==> src/rtl/fetch_unit.sv <==
// fetch_unit: program counter and instruction-fetch stage of the single-cycle
// RV32I core. It owns the PC, requests instructions from a memory that may
// insert wait states, and forms the next PC from the decode path's select,
// Ecall and Ebreak outputs. EBREAK halts the stage. ECALL and misaligned
// control-flow targets redirect to a fixed trap vector.
module fetch_unit #(
    parameter int              XLEN     = 32,
    parameter logic [XLEN-1:0] RESET_PC = XLEN'(32'h0000_0000),
    parameter logic [XLEN-1:0] TRAP_VEC = XLEN'(32'h0000_0100)
) (
    input  logic            clk,
    input  logic            reset,
    input  logic [1:0]      PCSrc,
    input  logic [XLEN-1:0] PCTarget,
    input  logic [XLEN-1:0] ALUResult,
    input  logic            Ecall,
    input  logic            Ebreak,
    input  logic            Resume,
    output logic            ImemReq,
    output logic [XLEN-1:0] ImemAddr,
    input  logic [31:0]     ImemRdata,
    input  logic            ImemReady,
    output logic [31:0]     Instr,
    output logic [XLEN-1:0] PC,
    output logic [XLEN-1:0] PCPlus4,
    output logic            InstrValid,
    output logic [XLEN-1:0] EPC,
    output logic [1:0]      TrapCause,
    output logic            Halted
);

    // addi x0, x0, 0: decode sees this whenever no real instruction is present
    localparam logic [31:0] NOP_INSTR = 32'h0000_0013;

    localparam logic [1:0] SEL_PLUS4  = 2'b00;
    localparam logic [1:0] SEL_TARGET = 2'b01;
    localparam logic [1:0] SEL_JALR   = 2'b10;

    localparam logic [1:0] CAUSE_NONE      = 2'b00;
    localparam logic [1:0] CAUSE_ECALL     = 2'b01;
    localparam logic [1:0] CAUSE_MISALIGN  = 2'b10;

    typedef enum logic [1:0] {
        ST_IDLE  = 2'b00,
        ST_FETCH = 2'b01,
        ST_HALT  = 2'b10
    } state_t;

    state_t          state_reg;
    state_t          state_next;

    logic [XLEN-1:0] pc_reg;
    logic [XLEN-1:0] pc_next;
    logic [XLEN-1:0] epc_reg;
    logic [XLEN-1:0] epc_next;
    logic [1:0]      cause_reg;
    logic [1:0]      cause_next;

    logic [XLEN-1:0] pc_plus4;
    logic [XLEN-1:0] candidate_pc;
    logic            redirect_sel;
    logic            misaligned;
    logic            commit;
    logic            imem_req;
    logic            instr_valid;
    logic            halted;

    // The instruction commits in the cycle memory answers a live request;
    // every decision that depends on decode outputs is qualified by this.
    assign commit = (state_reg == ST_FETCH) && ImemReady;

    // FSM state register; reset wins over every other input
    always_ff @(posedge clk) begin
        if (reset) begin
            state_reg <= ST_IDLE;
        end else begin
            state_reg <= state_next;
        end
    end

    // FSM next state: one idle cycle after reset, halt on a committed EBREAK
    always_comb begin
        state_next = state_reg;
        case (state_reg)
            ST_IDLE: begin
                state_next = ST_FETCH;
            end
            ST_FETCH: begin
                if (commit && Ebreak) begin
                    state_next = ST_HALT;
                end
            end
            ST_HALT: begin
                if (Resume) begin
                    state_next = ST_FETCH;
                end
            end
            default: begin
                state_next = ST_IDLE;
            end
        endcase
    end

    // FSM outputs: request only while fetching, valid only on a memory response
    always_comb begin
        imem_req    = 1'b0;
        instr_valid = 1'b0;
        halted      = 1'b0;
        case (state_reg)
            ST_FETCH: begin
                imem_req    = 1'b1;
                instr_valid = ImemReady;
            end
            ST_HALT: begin
                halted = 1'b1;
            end
            default: begin
                imem_req    = 1'b0;
            end
        endcase
    end

    // Candidate next PC selected by the decode path; JALR drops bit 0 before
    // the alignment check so only a bad bit 1 can trap on that path.
    always_comb begin
        pc_plus4     = pc_reg + XLEN'(4);
        candidate_pc = pc_plus4;
        redirect_sel = 1'b0;
        case (PCSrc)
            SEL_TARGET: begin
                candidate_pc = PCTarget;
                redirect_sel = 1'b1;
            end
            SEL_JALR: begin
                candidate_pc = ALUResult & ~XLEN'(1);
                redirect_sel = 1'b1;
            end
            default: begin
                candidate_pc = pc_plus4;
                redirect_sel = 1'b0;
            end
        endcase
        misaligned = redirect_sel && (candidate_pc[1:0] != 2'b00);
    end

    // PC / EPC / cause update; priority EBREAK > ECALL > misaligned > normal.
    // Nothing moves during wait states, and HALT only advances on Resume.
    always_comb begin
        pc_next    = pc_reg;
        epc_next   = epc_reg;
        cause_next = cause_reg;
        if (commit) begin
            if (Ebreak) begin
                pc_next = pc_reg;
            end else if (Ecall) begin
                epc_next   = pc_reg;
                cause_next = CAUSE_ECALL;
                pc_next    = TRAP_VEC;
            end else if (misaligned) begin
                epc_next   = pc_reg;
                cause_next = CAUSE_MISALIGN;
                pc_next    = TRAP_VEC;
            end else begin
                pc_next = candidate_pc;
            end
        end else if ((state_reg == ST_HALT) && Resume) begin
            pc_next = pc_plus4;
        end
    end

    // Architectural registers of the stage
    always_ff @(posedge clk) begin
        if (reset) begin
            pc_reg    <= RESET_PC;
            epc_reg   <= '0;
            cause_reg <= CAUSE_NONE;
        end else begin
            pc_reg    <= pc_next;
            epc_reg   <= epc_next;
            cause_reg <= cause_next;
        end
    end

    assign ImemReq    = imem_req;
    assign ImemAddr   = pc_reg;
    assign InstrValid = instr_valid;
    assign Instr      = instr_valid ? ImemRdata : NOP_INSTR;
    assign PC         = pc_reg;
    assign PCPlus4    = pc_plus4;
    assign EPC        = epc_reg;
    assign TrapCause  = cause_reg;
    assign Halted     = halted;

    // SEL_PLUS4 is the default arm above; kept named for readability
    logic unused_sel;
    assign unused_sel = (PCSrc == SEL_PLUS4);

endmodule
==> config.mk <==
export PLATFORM = sky130hd
export DESIGN_NAME = fetch_unit
export DESIGN_NICKNAME = d
export VERILOG_FILES = /design/src/rtl/fetch_unit.sv
export SDC_FILE = /design/constraint.sdc
export NUM_CORES = 1
export LEC_CHECK = 0
export CELL_PAD_IN_SITES_DETAIL_PLACEMENT = 0
export CELL_PAD_IN_SITES_GLOBAL_PLACEMENT = 1
export CORE_MARGIN = 4
export CORE_UTILIZATION = 27
export DETAILED_ROUTE_END_ITERATION = 10
export GPL_ROUTABILITY_DRIVEN = 0
export GPL_TIMING_DRIVEN = 0
export PLACE_DENSITY = 0.94
export SYNTH_ARGS = -nofsm -noshare
export SYNTH_HDL_FRONTEND = slang
export SYNTH_SLANG_ARGS = --single-unit
==> constraint.sdc <==
create_clock -name clk -period 8.84 [get_ports clk]
set_clock_uncertainty 0.2 [all_clocks]
set_input_delay 1.768 -clock clk [delete_from_list [all_inputs] [get_ports clk]]
set_output_delay 1.768 -clock clk [all_outputs]
set_load 0.005 [all_outputs]
Yosys cells after proc, flatten, opt, wreduce, memory -nomap -nowiden. Index checks and enable logic that the tools add are counted.

Add/sub/neg operators: 1. Equal/unequal tests: 7. Mux-type cells: 18. Bitwise operators: 1. Reduce and logical (&&, ||, !) cells: 12.

Operator list (count): $mux W32 (8); $pmux W32 S2 (1); $add A32 B3 Y32 const B (1); $mux W2 (4); $pmux W2 S3 (1); $reduce_bool A2 Y1 (3); $eq A2 B1 Y1 const B (2); $eq A2 B2 Y1 const B (2); $logic_and A1 B1 Y1 (4); $mux W1 (4); $ne A2 B2 Y1 const B (2); $reduce_and A2 Y1 (2); $reduce_and A3 Y1 (1); $logic_not A2 Y1 (1); $ne A2 B1 Y1 const B (1); $reduce_or A2 Y1 (1); $not A1 Y1 (1).

Register bits after elaboration: 68. Output and inout bits: 165. Logic and storage cells: 43.

Longest topological paths before layout. Gate-level depths: netlist of run 1.

Depth in word-level cells: 8. Gate-level depth with buffers: 9.

Least setup slack after synthesis of run 1. Ideal clock, no wire load.

Kind: input to output. Start point: input ImemReady. End point: output Instr[22]. Data arrival time: 2.503 ns. Required time: 6.872 ns. Path slack: 4.369 ns. Stages: 4. Buffers on the path: 1. Cell sequence: nand3b_1 > inv_1 > clkbuf_1 > and2_1.

Word-level cells in the longest chain between the ends: 2.

RTL lines: start, declared (RTL line 22) `input logic ImemReady,`; $mux W1 (RTL line 109) `case (state_reg)`; net InstrValid (RTL line 26) `output logic InstrValid,`; $mux W32 (RTL line 187) `assign Instr = instr_valid ? ImemRdata : NOP_INSTR;`; end, declared (RTL line 23) `output logic [31:0] Instr,`.

The timed path passes the listed nets, and every way through them passes these cells.

Final worst setup path of run 1.
Start point: input ImemReady. End point: output Instr[28].

Word-level cells in the longest chain between the ends: 2.

RTL lines (RTL line): $mux W1 (109); $mux W32 (187).

Every way passes these cells.

==> impl_metrics.ini, run 1 <==
[run_status]
outcome = completed

[placed_design]
dp_hpwl_mm = 15.67
place_area_mm2 = 0.007248
io_buffers = 266

[finish]
seq_area_mm2 = 0.001361
multi_input_area_mm2 = 0.002465
layout_common_cells = clkdlybuf4s50_1, nand2_1, dfxtp_1, a21oi_1, clkbuf_1
diodes = 0
syn_to_final_growth_pct = 76.38
finalInstanceArea_mm2 = 0.007614
layout-drive-gt1-share = 0.07567
fillers = 1552
num-nets-final = 961
layout_commonest_cell = clkdlybuf4s50_1

[clock_tree]
root_buffer = clkbuf_16
cts_hold_buffers = 0
path_clk_slew_ps = 60
clockBufferDepth = 2
cts.sinks = 68
numCtsBuffers = 9
cts_tree = yes
cts_max_level = 3
ctsResizeCount = 0
clk_latency_ps = 350
postCtsSetupBuffers = 0

[setup_path]
cp_slowest_cell = clkdlybuf4s50_1
cp_cell_sequence = clkdlybuf4s50_1, nand3b_1, inv_1, clkbuf_1, and2_1, clkdlybuf4s50_1
path_max_fanout = 10
reg2reg_from = ImemAddr[4]
critPathLaunchType = primary input
cp.required_ps = 6870
worstPathArrival_ps = 3800
crit_path_start = ImemReady
slowest_delay_ps = 550
cp_common_cell = clkdlybuf4s50_1
endpoint_kind = output pin
crit_type = primary input to output pin
rrSetupSlack_ps = 5820

[power_and_ir_drop]
p_leak_nw = 2.621
power_density_mw_per_mm2 = 119.9
p_total_mw = 0.9128
irDropWorstVdd_uv = 104.4

[detailed_routing]
met3_length_mm = 1.897
met2RoutedLength_mm = 9.707
drcViolationCount = 0
initialDrtViolationCount = 509
ant_nets = 0
drt_wl_total_mm = 20.39
via_per_inst = 5.061
dr.max_layer_used = met4
vias = 5415
dr.pass1.iters = 5
routedWlPerCell_um = 19.05
wl_met1_mm = 8.391

[yosys]
yosysWarnings = 0
syn_area_per_cell_um2 = 7.481
synth_cells = 577
synthAdderAreaFrac = 0.008696
synthFlopType = dfxtp_1
synth_compound_area_frac = 0.2452
synthMuxAreaShare = 0
syn_nets = 684
netlist_area_mm2 = 0.004317
synth-xor-area-share = 0.05681
synth_top_family_by_area = simple AND/OR/NAND/NOR gates
yosys.area_share.simple = 0.2577
yosysUniqueCellTypes = 55
async_reset_ff_frac = 0
ys_seq_elements = 68
synth_edf_count = 0
ys_seq_area_frac = 0.3154

[sta]
rsz0062_at_grt = false
setup_viol = 0
post-route-min-period_ps = 5766
fmax_ghz = 0.1734
tns_ps = 0
finalHoldViolCount = 0
drv_slew = 0
relSlewSlack = 0.2685
tightest_slew_ps = 1089
fin_crit_sh = 0.6523

[die]
die_w_um = 134.4
dieArea_mm2 = 0.01807
num_io_pins = 269
num_rows = 45
die_height_um = 134.4
core-area_mm2 = 0.01543
start_util = 0.2798

[global_routing]
antenna_found_initial = 0
grt_max_degree = 13
overflow = 0
grt.total_usage = 0.2170
grt_pass1_vias = 5282
grt_pass1_wl_mm = 30.43

[worst_hold_path]
hold_path_class = flop to flop
min_from = EPC[2]

[job]
max_cap_viol_count = 0
==> worst paths after layout <==
path | to | depth (start not counted)
min reg2reg | EPC[2] | 2
max reg2reg | ImemAddr[25] | 7
max | Instr[28] | 6
min | EPC[2] | 2
==> per-layer routing <==
layer | track usage | up-vias
met5 | 0 | -
met4 | 0.06505 | 0
met3 | 0.05926 | 32
met2 | 0.3612 | 305
met1 | 0.2743 | 2491
li1 | - | 2587
==> synth_stat cells (2+ instances only) <==
cell type   n  area (µm²)
nand2_1    91       341.6
dfxtp_1    68        1361
a21oi_1    52       260.3
clkbuf_1   45       168.9
buf_4      34       255.2
and2_1     31       193.9
nor2_1     28       105.1
o21ai_0    21       105.1
nor3_1     18       90.09
xnor2_1    17       148.9
a221oi_1   13       113.9
inv_1      13       48.80
nand3_1    11       55.05
xor2_1     11       96.34
a221o_1    10       100.1
a31oi_1    10       62.56
nor4_1     10       62.56
nand4_1     8       50.05
a22oi_1     7       52.55
or4_1       6       45.04
a32o_1      5       50.05
nand2b_1    5       31.28
o22ai_1     5       31.28
a211oi_1    4       30.03
a22o_1      4       35.03
buf_2       4       20.02
nor2b_1     4       25.02
ha_1        3       37.54
o31ai_1     3       22.52
a211o_1     2       17.52
a311oi_1    2       17.52
a32oi_1     2       17.52
nand3b_1    2       15.01
nor3b_1     2       15.01
o211ai_1    2       15.01
o21a_1      2       15.01
o221a_2     2       22.52
o2bb2ai_1   2       17.52
or4_2       2       17.52
==> power by group <==
part,total [mW],internal (mW),switching [mW],leakage [nW]
clock network,0.440,0.292,0.148,0.172
registers,0.316,0.310,0.00582,0.549
logic,0.157,0.0865,0.0703,1.90
total,0.913,0.688,0.225,2.62
==> area by class of cell <==
class | instances | share of cell area
buffer | 85 | 0.05949
clock buffer | 11 | 0.03320
clock inverter | 5 | 0.01397
inverter | 13 | 0.006409
multi-input combinational | 411 | 0.3237
sequential | 68 | 0.1788
tap | 211 | 0.03468
timing repair buffer | 266 | 0.3497
==> stage by stage <==
step	hold WS, ps	worst slack [ps]	utilization	instances
floorplan	252.7	4369	-	577
detailed placement	245.6	3046	0.4698	1054
finish	251.9	3074	0.4935	1070
global placement	240.6	3078	0.4695	1054
global route	273.8	2909	0.4935	1070
CTS	253.8	3047	0.4931	1070
==> worst max-delay path: cells and delay by family <==
kind | cells | cell delay, ps
buffers and inverters | 4 | 1640
and+or+nand+nor | 2 | 380
==> cell families (layout without fill, tap and decap cells) <==
| group | after synthesis | in the layout |
|---|---|---|
| buffers and inverters | 98 | 380 |
| adders and majority gates | 3 | 3 |
| AOI/OAI and AO/OA | 156 | 156 |
| DFF | 68 | 68 |
| and+or+nand+nor | 224 | 224 |
| xor gates and xnor gates | 28 | 28 |
Note: power is estimated with default switching activity, not from simulation.
==> run 2, diff against run 1 <==
- CORE_UTILIZATION: 27 -> 25
- PLACE_DENSITY: 0.94 -> 0.88
- clock period: 8.84 -> 5.5 ns (I/O delays scaled with it)
==> run 2 against run 1 <==
Sequential power grew 60%. Non-clock buffer count is the same. Critical path depth is the same. Critical endpoint is now PCPlus4[19]. Setup slack lost 2400 ps. Cell count grew 0.84%. Combinational power grew 60%. Routed wire length grew 2.3%. First-iteration DRC count shrank 24%. Register-to-register slack lost 3500 ps.
==> impl_metrics.ini, run 2 (synthesized netlist as in run 1, its figures left out) <==
[setup_path]
crit_type = flop to output pin
critPathLaunchType = flop
endpoint_kind = output pin
crit_family = simple AND/OR/NAND/NOR gates
worstPathArrival_ps = 3570
path_max_fanout = 7
cp_cell_sequence = clkbuf_2, nand4_1, nor4_1, nand2_1, xnor2_1, clkdlybuf4s50_1
cp_slowest_cell = nor4_1
slowest_delay_ps = 1260
path_buf_inv = 2
cp.required_ps = 4200

[die]
dieArea_mm2 = 0.01943
num_io_pins = 269
start_util = 0.2576
core-area_mm2 = 0.01676
die_height_um = 139.4
die_w_um = 139.4
num_rows = 47

[global_routing]
overflow = 0
grt_pass1_wl_mm = 31.21
grt_max_degree = 13
grt.total_usage = 0.2045
grt_pass1_vias = 5282
antenna_found_initial = 0

[clock_tree]
path_clk_slew_ps = 60
cts_tree = yes
numCtsBuffers = 9
postCtsSetupBuffers = 0
ctsResizeCount = 0
root_buffer = clkbuf_16
clk_latency_ps = 340
cts_hold_buffers = 0
clockBufferDepth = 2
cts_max_level = 3
cts.sinks = 68

[finish]
diodes = 0
layout-drive-gt1-share = 0.07334
finalInstanceArea_mm2 = 0.007577
layout_common_cells = clkdlybuf4s50_1, nand2_1, dfxtp_1, a21oi_1, clkbuf_1
layout_commonest_cell = clkdlybuf4s50_1
final_util = 0.4521
num-nets-final = 961
syn_to_final_growth_pct = 75.54

[placed_design]
dp_hpwl_mm = 16.01
io_buffers = 266
place_area_mm2 = 0.007259

[sta]
setup_viol = 0
post-route-min-period_ps = 4875
rsz0062_at_grt = false
drv_slew = 0
fin_crit_sh = 0.8863
finalHoldViolCount = 0
tns_ps = 0
tightest_slew_ps = 1398
relSlewSlack = 0.05942
fmax_ghz = 0.2051

[detailed_routing]
ant_nets = 0
drcViolationCount = 0
via_per_inst = 4.947
drt_wl_total_mm = 20.84
vias = 5338
routedWlPerCell_um = 19.32
dr.pass1.iters = 5
initialDrtViolationCount = 385

[power_and_ir_drop]
power_density_mw_per_mm2 = 184.1
p_leak_nw = 2.598
irDropWorstVdd_uv = 164.4

[run_status]
outcome = completed

[job]
max_cap_viol_count = 0

[worst_hold_path]
hold_path_class = flop to flop
-- run 2: changes by cell type in the layout (fill, tap and decap cells not counted), sizes merged --
| cell | delta |
|---|---|
| clkbuf | -1 |
| clkinvlp | +1 |
| clkinv | +2 |
| inv | -1 |
| bufinv | -1 |
-- run 2: worst register-to-register path, delay by kind of cell, from the launching register on --
family / cells / cell delay, ps
flip-flops: 1 / 360
buffers and inverters: 1 / 210
AND/OR/NAND/NOR: 3 / 1870
AO/OA/AOI/OAI: 1 / 420
-- run 2: stage by stage --
| stage | cells | setup WS, ps | power [mW] | hold slack (ps) |
|---|---|---|---|---|
| CTS | 1079 | 676.6 | 1.402 | 254.1 |
| floorplan | 577 | 2025 | 0.6049 | 252.7 |
| finish | 1079 | 625.4 | 1.395 | 252.9 |
| detailed placement | 1063 | 979.4 | 0.7680 | 245.9 |
| global route | 1079 | 478.8 | 1.443 | 272.2 |
| global placement | 1063 | 841.1 | 0.7660 | 242.1 |
-- run 2: metal layers --
metal | wire, µm | vias to the layer above | GRT usage
li1 | - | 2584 | -
met1 | 8921 | 2480 | 0.2543
met2 | 9769 | 249 | 0.3438
met3 | 1758 | 25 | 0.06346
met4 | 395 | 0 | 0.05407
met5 | 0 | - | 0
-- run 2: worst paths after layout --
check | start | to | slack, ps | cells past startpoint
min | EPC[1] | EPC[1] | 250 | 2
max | ImemAddr[4] | PCPlus4[19] | 630 | 6
max reg2reg | ImemAddr[4] | ImemAddr[31] | 2310 | 5
min reg2reg | EPC[1] | EPC[1] | 250 | 2
-- run 2: where the power goes --
group	internal (mW)	leakage, nW	switching, mW
logic	0.139	1.90	0.112
clock network	0.397	0.149	0.240
registers	0.498	0.549	0.00942
-- run 2: cell type report --
type	count	area, µm²
inverter	13	48.80
tap	220	275.3
clock buffer	10	229.0
fill	1723	9183
timing repair buffer	266	2663
buffer	85	452.9
clock inverter	6	88.84
sequential	68	1361
multi-input combinational	411	2459
==> run 3, diff against run 2 <==
- CORE_UTILIZATION: 25 -> 27
- CTS_BUF_LIST: not set -> sky130_fd_sc_hd__clkbuf_16
- PLACE_DENSITY: 0.88 -> 0.94
- clock period: 5.5 -> 5.95 ns (I/O delays scaled with it)
==> run 3 against run 2 <==
First-iteration DRC count rose by 49%. Setup slack improved by 470 ps. Flip-flop and latch count did not move. Power fell by 4.8%. Combinational power fell by 7%. Count of clock-buffer cells in the layout fell by 1. Sequential share of layout area barely moved. Worst hold slack got worse by 0.76 ps. Critical endpoint is now PCPlus4[25]. Largest cell class unchanged.
==> impl_metrics.ini, run 3 (synthesized netlist as in run 1, its figures left out) <==
[die]
start_util = 0.2798
num_rows = 45
core-area_mm2 = 0.01543
num_io_pins = 269
dieArea_mm2 = 0.01807
die_w_um = 134.4
die_height_um = 134.4

[global_routing]
grt_max_degree = 13
grt.total_usage = 0.2167
grt_pass1_wl_mm = 30.43
overflow = 0
antenna_found_initial = 0
grt_pass1_vias = 5280

[detailed_routing]
ant_nets = 0
via_per_inst = 5.058
dr.pass1.iters = 5
drcViolationCount = 0
vias = 5412
initialDrtViolationCount = 573
drt_wl_total_mm = 20.32
routedWlPerCell_um = 18.99

[clock_tree]
path_clk_slew_ps = 60
postCtsSetupBuffers = 0
root_buffer = clkbuf_16
numCtsBuffers = 9
clockBufferDepth = 2
ctsResizeCount = 0
cts_hold_buffers = 0
clk_latency_ps = 340
cts.sinks = 68
cts_tree = yes
cts_max_level = 3

[worst_hold_path]
hold_depth = 2
min_from = EPC[0]
hold_path_class = flop to flop
hold_path_end = EPC[0]

[setup_path]
rrSetupSlack_ps = 2940
path_max_fanout = 7
crit_type = flop to output pin
endpoint_kind = output pin
worstPathArrival_ps = 3470
path_buf_inv = 3
cp_slowest_cell = or4_2
cp_cell_sequence = clkbuf_2, nand4_1, or4_2, clkbuf_1, or4_1, xnor2_1, clkdlybuf4s50_1
critPathLaunchType = flop
slowest_delay_ps = 760
cp.required_ps = 4560
r2r-end = ImemAddr[25]
crit_family = simple AND/OR/NAND/NOR gates
r2r.worst_path.cells = 7
reg2reg_from = ImemAddr[4]

[sta]
hold_ws_ps = 252.1
fin_crit_sh = 0.8166
setup_viol = 0
relSlewSlack = 0.2832
post-route-min-period_ps = 4859
tightest_slew_ps = 1067
fmax_ghz = 0.2058
rsz0062_at_grt = false
drv_slew = 0
tns_ps = 0
finalHoldViolCount = 0

[placed_design]
place_area_mm2 = 0.007248
dp_hpwl_mm = 15.67
io_buffers = 266

[power_and_ir_drop]
irDropWorstVdd_uv = 155.0
p_total_mw = 1.328
power_density_mw_per_mm2 = 174.9
p_leak_nw = 2.610

[finish]
finalInstanceArea_mm2 = 0.007594
layout_common_cells = clkdlybuf4s50_1, nand2_1, dfxtp_1, a21oi_1, clkbuf_1
diodes = 0
final_util = 0.4922
layout_commonest_cell = clkdlybuf4s50_1
syn_to_final_growth_pct = 75.91
num-nets-final = 961
layout-drive-gt1-share = 0.07334

[run_status]
outcome = completed

[job]
max_cap_viol_count = 0
[run 3: area by class of cell]
class	instances	area [µm²]
timing repair buffer	266	2663
fill	1556	7834
inverter	13	48.80
clock inverter	7	113.9
buffer	85	452.9
tap	211	264.0
clock buffer	9	225.2
sequential	68	1361
multi-input combinational	411	2465
[run 3: routing by layer]
layer,vias to the layer above,routed length [µm],share of wire,track usage
met3,29,1890,0.093,0.05851
li1,2587,-,-,-
met1,2496,8334,0.41,0.2748
met4,0,368,0.018,0.06165
met5,-,0,0,0
met2,300,9728,0.48,0.3617
[run 3: power by group]
group | total [mW] | leakage, nW | internal (mW) | switching [mW]
clock network | 0.626 | 0.161 | 0.408 | 0.218
logic | 0.233 | 1.90 | 0.129 | 0.104
registers | 0.469 | 0.549 | 0.460 | 0.00867
[run 3: worst max-delay path by stage]
stage	from	endpoint	slack [ps]	cells after the start
floorplan	ImemAddr[4]	PCPlus4[25]	2390	6
global placement	PCSrc[0]	ImemAddr[6]	1250	8
detailed placement	ImemReady	Instr[24]	1310	6
CTS	ImemAddr[4]	PCPlus4[29]	1030	6
global route	ImemAddr[2]	PCPlus4[30]	920	7
finish	ImemAddr[4]	PCPlus4[25]	1090	7
[run 3: per-stage QoR]
stage / setup slack, ps / cells
after floorplan: 2385 / 577
after global placement: 1253 / 1054
after detailed placement: 1312 / 1054
after CTS: 1026 / 1070
after global routing: 924.8 / 1070
final: 1091 / 1070
[run 3: worst min-delay path, stage by stage, from the launching register on]
cell,delay (ps)
dfxtp_1,310
nand2_1,50
a21oi_1,50
